==> config.mk <==
export PLATFORM = sky130hd
export DESIGN_NAME = snake_engine
export DESIGN_NICKNAME = d
export VERILOG_FILES = /design/src/rtl/snake_pkg.sv /design/src/rtl/snake_cell_match.sv /design/src/rtl/snake_engine.sv
export SDC_FILE = /design/constraint.sdc
export NUM_CORES = 1
export LEC_CHECK = 0
export ABC_CLOCK_PERIOD_IN_PS = 5000
export CAP_MARGIN = 20
export CORE_MARGIN = 2
export CORE_UTILIZATION = 57
export DETAILED_ROUTE_END_ITERATION = 6
export GPL_ROUTABILITY_DRIVEN = 0
export GPL_TIMING_DRIVEN = 0
export PLACE_DENSITY = 0.79
export REMOVE_ABC_BUFFERS = 1
export SETUP_SLACK_MARGIN = 0.3
export SLEW_MARGIN = 40
export SYNTH_ARGS = -nofsm -noshare
export SYNTH_HDL_FRONTEND = slang
export SYNTH_SLANG_ARGS = --single-unit
==> constraint.sdc <==
create_clock -name clk -period 5 [get_ports clk]
set_input_delay 1.5 -clock clk [delete_from_list [all_inputs] [get_ports clk]]
set_output_delay 1.5 -clock clk [all_outputs]
set_load 0.05 [all_outputs]
==> src/rtl/snake_pkg.sv <==
// Shared definitions for the snake body engine: direction codes, FSM states
// and the reversal helper.
package snake_pkg;

    localparam logic [1:0] DIR_RIGHT = 2'd0;
    localparam logic [1:0] DIR_LEFT  = 2'd1;
    localparam logic [1:0] DIR_DOWN  = 2'd2;
    localparam logic [1:0] DIR_UP    = 2'd3;

    typedef enum logic [1:0] {
        S_IDLE = 2'd0,
        S_RUN  = 2'd1,
        S_DEAD = 2'd2
    } state_t;

    // Axis pairs differ only in bit 0 (right/left, down/up).
    function automatic logic [1:0] opposite(input logic [1:0] d);
        return {d[1], ~d[0]};
    endfunction

endpackage

==> src/rtl/snake_cell_match.sv <==
// Compares one cell against every live segment in parallel and reports the
// lowest matching index; entries at or beyond count are masked off.
module snake_cell_match
    import snake_pkg::*;
#(
    parameter int MAX_LEN = 16,
    parameter int XW      = 6,
    parameter int YW      = 6,
    parameter int LW      = 5
) (
    input  logic [MAX_LEN-1:0][XW-1:0] seg_x,
    input  logic [MAX_LEN-1:0][YW-1:0] seg_y,
    input  logic [LW-1:0]              count,
    input  logic [XW-1:0]              cell_x,
    input  logic [YW-1:0]              cell_y,
    output logic                       hit,
    output logic [LW-1:0]              idx
);

    // Scanning downward lets the lowest index overwrite any higher match.
    always_comb begin
        hit = 1'b0;
        idx = '0;
        for (int i = MAX_LEN - 1; i >= 0; i--) begin
            if ((LW'(i) < count) && (seg_x[i] == cell_x) && (seg_y[i] == cell_y)) begin
                hit = 1'b1;
                idx = LW'(i);
            end
        end
    end

endmodule

==> src/rtl/snake_engine.sv <==
// Snake body engine: segment storage, stepping, growth, wall/self collision
// and a registered cell lookup for the pixel pipeline.
//
// state  | meaning
// S_IDLE | after reset, body loaded but not moving; waits for init
// S_RUN  | body advances one cell per step pulse
// S_DEAD | fatal step taken, body frozen; init restarts
module snake_engine
    import snake_pkg::*;
#(
    parameter int GRID_W   = 64,
    parameter int GRID_H   = 48,
    parameter int MAX_LEN  = 16,
    parameter int INIT_LEN = 4,
    parameter int XW       = $clog2(GRID_W),
    parameter int YW       = $clog2(GRID_H),
    parameter int LW       = $clog2(MAX_LEN + 1)
) (
    input  logic          clk,
    input  logic          rst_n,
    input  logic          init,
    input  logic          step,
    input  logic          dir_valid,
    input  logic [1:0]    dir,
    input  logic          grow,
    input  logic [XW-1:0] query_x,
    input  logic [YW-1:0] query_y,
    output logic          query_hit,
    output logic [LW-1:0] query_seg,
    output logic [XW-1:0] head_x,
    output logic [YW-1:0] head_y,
    output logic [LW-1:0] length,
    output logic          running,
    output logic          died
);

    function automatic logic [MAX_LEN-1:0][XW-1:0] init_body_x();
        logic [MAX_LEN-1:0][XW-1:0] v;
        v = '0;
        for (int i = 0; i < INIT_LEN; i++) begin
            v[i] = XW'(INIT_LEN - 1 - i);
        end
        return v;
    endfunction

    localparam logic [MAX_LEN-1:0][XW-1:0] INIT_X = init_body_x();
    localparam logic [XW:0]   GW_LIM  = (XW + 1)'(GRID_W);
    localparam logic [YW:0]   GH_LIM  = (YW + 1)'(GRID_H);
    localparam logic [XW:0]   ONE_X   = (XW + 1)'(1);
    localparam logic [YW:0]   ONE_Y   = (YW + 1)'(1);
    localparam logic [LW-1:0] ONE_L   = LW'(1);
    localparam logic [LW-1:0] MAX_L   = LW'(MAX_LEN);
    localparam logic [LW-1:0] INIT_L  = LW'(INIT_LEN);

    logic [MAX_LEN-1:0][XW-1:0] seg_x;
    logic [MAX_LEN-1:0][YW-1:0] seg_y;
    state_t        state, state_next;
    logic [1:0]    cur_dir, pend_dir, pend_dir_next, eff_dir;
    logic          grow_pend;
    logic [LW-1:0] len_q;
    logic          running_q, running_next;
    logic          died_q;

    logic [XW:0]   nhx;
    logic [YW:0]   nhy;
    logic          step_ok, grow_eff, wall_hit, self_hit, fatal;
    logic [LW-1:0] self_lim;
    logic          self_match;
    logic [LW-1:0] self_idx;
    logic          q_hit_c;
    logic [LW-1:0] q_seg_c;

    snake_cell_match #(
        .MAX_LEN (MAX_LEN),
        .XW      (XW),
        .YW      (YW),
        .LW      (LW)
    ) u_query_match (
        .seg_x  (seg_x),
        .seg_y  (seg_y),
        .count  (len_q),
        .cell_x (query_x),
        .cell_y (query_y),
        .hit    (q_hit_c),
        .idx    (q_seg_c)
    );

    // The tail only stays put when the body actually lengthens this step.
    snake_cell_match #(
        .MAX_LEN (MAX_LEN),
        .XW      (XW),
        .YW      (YW),
        .LW      (LW)
    ) u_self_match (
        .seg_x  (seg_x),
        .seg_y  (seg_y),
        .count  (self_lim),
        .cell_x (nhx[XW-1:0]),
        .cell_y (nhy[YW-1:0]),
        .hit    (self_match),
        .idx    (self_idx)
    );

    always_comb begin
        step_ok  = step && !init && (state == S_RUN);
        grow_eff = grow_pend && (len_q < MAX_L);
        self_lim = grow_eff ? len_q : (len_q - ONE_L);

        // One extra bit so a move off the low edge reads as all-ones.
        nhx = {1'b0, seg_x[0]};
        nhy = {1'b0, seg_y[0]};
        case (pend_dir)
            DIR_RIGHT: nhx = nhx + ONE_X;
            DIR_LEFT:  nhx = nhx - ONE_X;
            DIR_DOWN:  nhy = nhy + ONE_Y;
            default:   nhy = nhy - ONE_Y;
        endcase

        wall_hit = (nhx >= GW_LIM) || (nhy >= GH_LIM);
        self_hit = self_match && (self_idx != '0);
        fatal    = step_ok && (wall_hit || self_hit);

        state_next = state;
        if (init) begin
            state_next = S_RUN;
        end else if (fatal) begin
            state_next = S_DEAD;
        end
        running_next = (state_next == S_RUN);

        // Reversal is judged against the heading in force after this cycle.
        eff_dir       = step_ok ? pend_dir : cur_dir;
        pend_dir_next = pend_dir;
        if (init) begin
            pend_dir_next = DIR_RIGHT;
        end else if (dir_valid && (dir != opposite(eff_dir))) begin
            pend_dir_next = dir;
        end
    end

    always_ff @(posedge clk or negedge rst_n) begin
        if (!rst_n) begin
            state     <= S_IDLE;
            running_q <= 1'b0;
        end else begin
            state     <= state_next;
            running_q <= running_next;
        end
    end

    always_ff @(posedge clk or negedge rst_n) begin
        if (!rst_n) begin
            seg_x     <= INIT_X;
            seg_y     <= '0;
            len_q     <= INIT_L;
            cur_dir   <= DIR_RIGHT;
            pend_dir  <= DIR_RIGHT;
            grow_pend <= 1'b0;
            died_q    <= 1'b0;
            query_hit <= 1'b0;
            query_seg <= '0;
        end else begin
            query_hit <= q_hit_c;
            query_seg <= q_seg_c;
            died_q    <= fatal;
            pend_dir  <= pend_dir_next;

            if (init) begin
                seg_x     <= INIT_X;
                seg_y     <= '0;
                len_q     <= INIT_L;
                cur_dir   <= DIR_RIGHT;
                grow_pend <= 1'b0;
            end else begin
                if (grow) begin
                    grow_pend <= 1'b1;
                end else if (step_ok) begin
                    grow_pend <= 1'b0;
                end
                if (step_ok) begin
                    cur_dir <= pend_dir;
                end
                if (step_ok && !fatal) begin
                    seg_x <= {seg_x[MAX_LEN-2:0], nhx[XW-1:0]};
                    seg_y <= {seg_y[MAX_LEN-2:0], nhy[YW-1:0]};
                    if (grow_eff) begin
                        len_q <= len_q + ONE_L;
                    end
                end
            end
        end
    end

    assign head_x  = seg_x[0];
    assign head_y  = seg_y[0];
    assign length  = len_q;
    assign running = running_q;
    assign died    = died_q;

endmodule

==> metrics, run 1 <==
failing checks design-rule violations; Post-Synthesis Cells 1751; Worst EP required 5.40 ns; n_diodes 0; Core Box Area 27900 sq um; # DRC 37; RSZ-0062 raised after global routing true; Setup TNS 0 ns; DRC violation total after the first TritonRoute iteration 2575; worst hold slack 0.503 ns; Overflow after GRT 0; Syn Area/Cell 9.27 sq um; CTS tree done; Slew @ Worst Pin 0.991 ns; most frequent cell after synthesis xnor2_1; Die H 173 microns; clock net sink count 211; final hold vios 0; post-DP HPWL 35800 microns; fill count 2224; Seq/Total Area, Yosys 32.6%; WL final 56800 microns; Reg clk slew, reported paths 0.06 ns; Wirelength per Cell 27.1 microns; static leakage 8.26 nW; total CTS buffers 24; register area 5310 sq um; CP arrival 5.06 ns; top-area cell type share of the netlist area 31.8%; Cells after DPL 2007; Synth Cell Area 16200 sq um; number of global-route vias before repair 13954; crit path max fanout 50; Area Overhead vs Synth 10.7%; CP Class flip-flop to flip-flop; Ys Warns 0; ranking of synthesized cells by area dfrtp_1, xnor2_1, mux2i_1, xor2_1, nor2_1; Routed Antenna Nets 0; H-tree depth 1; asr flop ratio synth 100%; Setup crit start kind flip-flop; initial antenna violation count 2; root buffer cell clkbuf_16; Tot GR Track Use 37.3%; Vias/cell 6.97; Buffers on Ports 43; reg2reg path depth 18; Yosys cell types 90; Multi-input gate area 10200 sq um; first-pass GRT wire length 85700 microns; post-route insts no fill 2096; hold_buf cts 0; hold depth 1; Top-Level Pins 45; FP Rows 61; final net count 1731; outcome finished with violations; Slew headroom 33.9%; Starting Density 58.1%; maximum VDD drop 361 uV; period utilization 93.3%; largest area contributor in the netlist dfrtp_1; Most used DFF post-synth dfrtp_1; Clk Latency, worst-skew pair 0.54 ns; first drt pass iteration count 7; Die ar. 29800 sq um; die width 173 microns; Finish-stage setup viols 0; Worst Skew 0.0239 ns; largest net degree at the start of global routing 98; CTS max path bufs 3; Post-synth EDFFs 0; Slew Limit Fails 0; layout cells sized above 1 10.5%; R2R setup slack 0.34 ns; HP Class flip-flop to flip-flop; post-layout minimum cycle time 4.66 ns; synthesized flop and latch total 211; Vias 14607; Commonest cells post-synth xnor2_1, nor2_1, dfrtp_1; Max Cap Viol 0; Crit. End Element flip-flop; Peak Freq 214 MHz; P per Cell Area 340 nW/um^2
sequential cells by signal (all words and copies together), names as in the netlist, 4 cells and up:
| signal | flops |
|---|---|
| head_y | 6 |
| query_seg | 4 |
| length | 5 |
| head_x | 6 |
| seg_y | 90 |
| seg_x | 90 |
cells in the final DEF, fill, tap and decap left out, drive strengths merged, types with 14 or more instances in the layout:
master	count
a2111oi	16
a21oi	45
a31oi	14
buf	65
clkbuf	40
clkdlybuf4s50	29
dfrtp	206
inv	23
mux2i	202
nand2	45
nand2b	14
nand3	27
nand4	52
nor2	241
nor3	35
nor4	29
o21ai	38
xnor2	244
xor2	139
logic make-up (layout without fill, tap and decap cells):
group	after synthesis	after routing	share of synthesized area [%]
buffers and inverters	198	162	6.71
multiplexers	207	207	12.9
other	1	1	0.0231
XOR/XNOR	390	390	21.8
AO/OA/AOI/OAI	211	211	9.25
AND/OR/NAND/NOR	523	526	16.0
flip-flops	211	211	32.6
adder cells (fa/ha/maj)	10	10	0.817
through the flow:
stage / area, sq um / worst slack, ns / utilization (%) / power [mW]
floorplan: 15200 / -2.38 / - / 3.20
global placement: 16100 / -8.44 / 57.8 / 3.81
detailed placement: 16400 / -1.70 / 58.7 / 3.82
CTS: 17700 / 0.313 / 63.4 / 5.89
global route: 18000 / 0.267 / 64.4 / 6.25
finish: 18000 / 0.337 / 64.4 / 6.10
cell type report:
cell class | instances | area share (%)
Multi-Input combinational cell | 1345 | 56.6
Tap cell | 378 | 2.63
Clock inverter | 5 | 0.278
Inverter | 23 | 0.494
Timing Repair Buffer | 96 | 6.38
Sequential cell | 211 | 29.6
Clock buffer | 38 | 4.03
layer usage:
| layer | wire length (microns) | GRT usage [%] | part of all wire, % | vias to the layer above |
|---|---|---|---|---|
| met5 | 25 | 0.321 | 0.044 | - |
| met4 | 4840 | 21.6 | 8.5 | 4 |
| met3 | 8190 | 11.9 | 14 | 388 |
| met2 | 23300 | 54.5 | 41 | 1231 |
| met1 | 20400 | 48.7 | 36 | 6985 |
| li1 | - | - | - | 5999 |
power by group:
group | switching (mW) | internal, mW | total [mW] | leakage, nW
combinational | 1.47 | 0.976 | 2.44 | 4.98
clock | 0.732 | 1.04 | 1.77 | 0.383
sequential | 0.137 | 1.75 | 1.89 | 2.90
critical path, cell delays in order (launching register included):
cell	delay, ns
dfrtp_4	0.54
buf_16	0.21
nand2_4	0.16
inv_1	0.08
fa_2	0.52
and2_2	0.25
nor2_4	0.14
buf_4	0.24
xnor2_1	0.18
o211ai_1	0.15
a2111oi_2	0.31
nand4_1	0.33
o2111a_2	0.31
and4_4	0.25
nand2_8	0.18
buf_12	0.15
clkbuf_16	0.19
mux2i_1	0.23
nor2_1	0.06
final timing paths:
| check | startpoint | end |
|---|---|---|
| min in group asynchronous | rst_n | seg_y[79] |
| min | state[0] | state[0] |
| max reg2reg | pend_dir[1] | seg_x[19] |
| max in group asynchronous | rst_n | head_x[5] |
| min reg2reg | state[0] | state[0] |
| max | pend_dir[1] | seg_x[19] |
timing repair:
item,in CTS,in global routing
pin swaps,9,7
gates resized for setup,40,20
gates cloned,6,1
buffers inserted,26,13
endpoints found under the setup margin,201,200
(Power assumes the default switching activity.)
==> run 2: changes to the inputs <==
- DONT_BUFFER_PORTS: not set -> 1
- MAX_ROUTING_LAYER: not set -> met4
- PLACE_DENSITY: 0.79 -> 0.77
==> run 2 against run 1 <==
Compared with the run above:
- the run still ends with design-rule violations left
- sequential power rose by 3%
- final area down 0.67%
- cell count down 1.3%
- sequential share of layout area rose by 0.28 points
- critical endpoint is now seg_x[33]
==> metrics, run 2 (synthesis results as in run 1) <==
outcome finished with violations; failing checks design-rule violations; setup ws final 0.0623 ns (-0.275 ns); post-layout minimum cycle time 4.94 ns (+0.275 ns); # DRC 134 (+260%); commonest non-fill, non-tap cell in the layout nor2_1; first-pass GRT wire length 85600 microns (about the same); Max Cap Viol 0 (unchanged); CP arrival 5.37 ns (+0.31 ns); Starting Density 58.1% (unchanged); final net count 1698 (-1.9%); Routed Antenna Nets 0 (unchanged); CTS max path bufs 3 (unchanged); total power 6.20 mW (+1.6%); Setup TNS 0 ns (unchanged); Crit. End Element flip-flop; CP startpoint length[0]; clock net sink count 211 (unchanged); Wirelength per Cell 28.1 microns (+3.7%); CTS tree done; Setup crit start kind flip-flop; CP Class flip-flop to flip-flop; min-delay src state[0]; P per Cell Area 347 nW/um^2 (+2.3%); Buffers on Ports 0 (-100%); sequential share of power 31.4% (+0.5 points); static leakage 8.19 nW (-0.90%); most frequent cells in the layout nor2_1, xnor2_1, mux2i_1; grt met3 use 12.6% (+0.68 points); Vias 14601 (-0.041%); placed cell area 16000 sq um (-2.6%); Overflow after GRT 0 (unchanged); grt met2 use 54.7% (+0.18 points); Logic pwr share 36.8% (-3.2 points); RSZ-0062 raised after global routing false; FP Rows 61 (unchanged); Worst Skew 0.0155 ns (-0.00840 ns); largest net degree at the start of global routing 212 (+120%); top flop regs seg_x x90, seg_y x90; Area Overhead vs Synth 10.0%; number of global-route vias before repair 13740 (-1.5%); total CTS buffers 24 (unchanged); Max stage delay on crit path 0.96 ns (+0.42 ns); Clk Latency, worst-skew pair 0.55 ns (about the same); Tot GR Track Use 38.5% (+1.2 points); HP Class flip-flop to flip-flop; Reg clk slew, reported paths 0.07 ns (about the same); Worst EP required 5.44 ns (+0.04 ns); Sw Ratio 36.7% (-1.6 points); post-layout util 63.9% (-0.43 points); most numerous cell on the critical path buf_4; layout cells sized above 1 12.1% (+1.6 points); final hold vios 0 (unchanged); post-route cell area 17900 sq um (-0.67%); global routing's busiest layer met2; maximum VDD drop 286 uV (-21%); R2R Path Start length[0]; Peak Freq 203 MHz (-5.6%); Int Power 3.93 mW (+4.2%); WL final 58100 microns (+2.3%); H-tree depth 1 (unchanged); first drt pass iteration count 7 (unchanged); Clk pwr share 31.8% (+2.8 points); Switching Power 2.28 mW (-2.6%); root buffer cell clkbuf_16; Die H 173 microns (unchanged); Die ar. 29800 sq um (unchanged); period utilization 98.8% (+5.5 points); GRT met1 Usage 48.0% (-0.78 points); CP cell instances inv_1 > ha_1 > nor3b_1 > mux2_2 > nand3b_1 > buf_4 > buf_4 > o2111ai_1 > a311oi_1 > nand4_1 > and4_4 > and4_4 > nand2_8 > buf_4 > bufbuf_16 > mux2i_2 > nor2_1; die width 173 microns (unchanged); Slew @ Worst Pin 1.24 ns (+0.249 ns); Vias/cell 7.06 (+1.3%); initial antenna violation count 3 (+1); crit path max fanout 17 (-66%); Core Box Area 27900 sq um (unchanged); fill count 2251 (+1.2%); Finish-stage setup viols 0 (unchanged); Slew headroom 16.8% (-17 points); Slew Limit Fails 0 (unchanged); pre-CTS WS -1.75 ns (-0.0554 ns); CP max stage cell a311oi_1; Top-Level Pins 45 (unchanged); post-DP HPWL 35300 microns (-1.5%); DRC violation total after the first TritonRoute iteration 2414 (-6.3%)
run 2: final timing paths:
| kind | cells after the start | to | slack [ns] |
|---|---|---|---|
| worst max-delay path | 17 | seg_x[33] | 0.06 |
| worst min-delay path | 1 | state[0] | 0.51 |
| worst max register to register | 17 | seg_x[33] | 0.06 |
| worst min register to register | 1 | state[0] | 0.51 |
| max in group asynchronous | 0 | length[1] | 3.70 |
| min in group asynchronous | 0 | seg_x[85] | 0.65 |
run 2: layer usage:
layer,share of wire [%],vias to the layer above
met3,15,416
met1,36,7030
met2,41,1230
li1,-,5925
met5,0,-
met4,8.4,0
run 2: through the flow:
step | hold WS (ns) | instances
final | 0.512 | 2068
after global routing | 0.543 | 2068
after CTS | 0.506 | 2043
after detailed placement | 0.492 | 1962
after global placement | 0.476 | 1954
after floorplan | 0.465 | 1576
run 2: timing repair:
| action | in CTS | in global routing |
|---|---|---|
| setup buffers | 30 | 17 |
| endpoints found under the hold margin | 0 | 0 |
| pin swaps | 11 | 10 |
| cloned | 7 | 4 |
| resized for setup | 53 | 21 |
| hold buffers | 0 | 0 |
| setup endpoints to repair | 201 | 182 |
run 2: power groups by stage:
stage	registers, mW	logic [mW]	clock network, mW
6_report	1.95	2.28	1.97
5_1_grt	1.95	2.33	2.05
4_1_cts	1.94	2.03	1.98
3_5_place_dp	1.97	1.70	0
3_3_place_gp	1.98	1.68	0
2_1_floorplan	1.92	1.28	0
run 2: worst max-delay path: cells and delay by family (launching register included):
family,cells,cell delay [ns]
flip-flops,1,0.75
adder cells (fa/ha/maj),1,0.32
AO/OA/AOI/OAI,2,1.06
buffers and inverters,5,0.90
AND/OR/NAND/NOR,7,1.18
multiplexers,2,0.60
run 2: area by class of cell:
type                       instances  area [sq um]  area share, %
timing repair buffer              62           772           4.32
inverter                          23          88.8          0.498
tap                              378           473           2.65
antenna                            4          10.0         0.0561
clock inverter                    10           154          0.862
clock buffer                      34           729           4.09
sequential                       211          5330           29.8
multi-input combinational       1346         10300           57.7
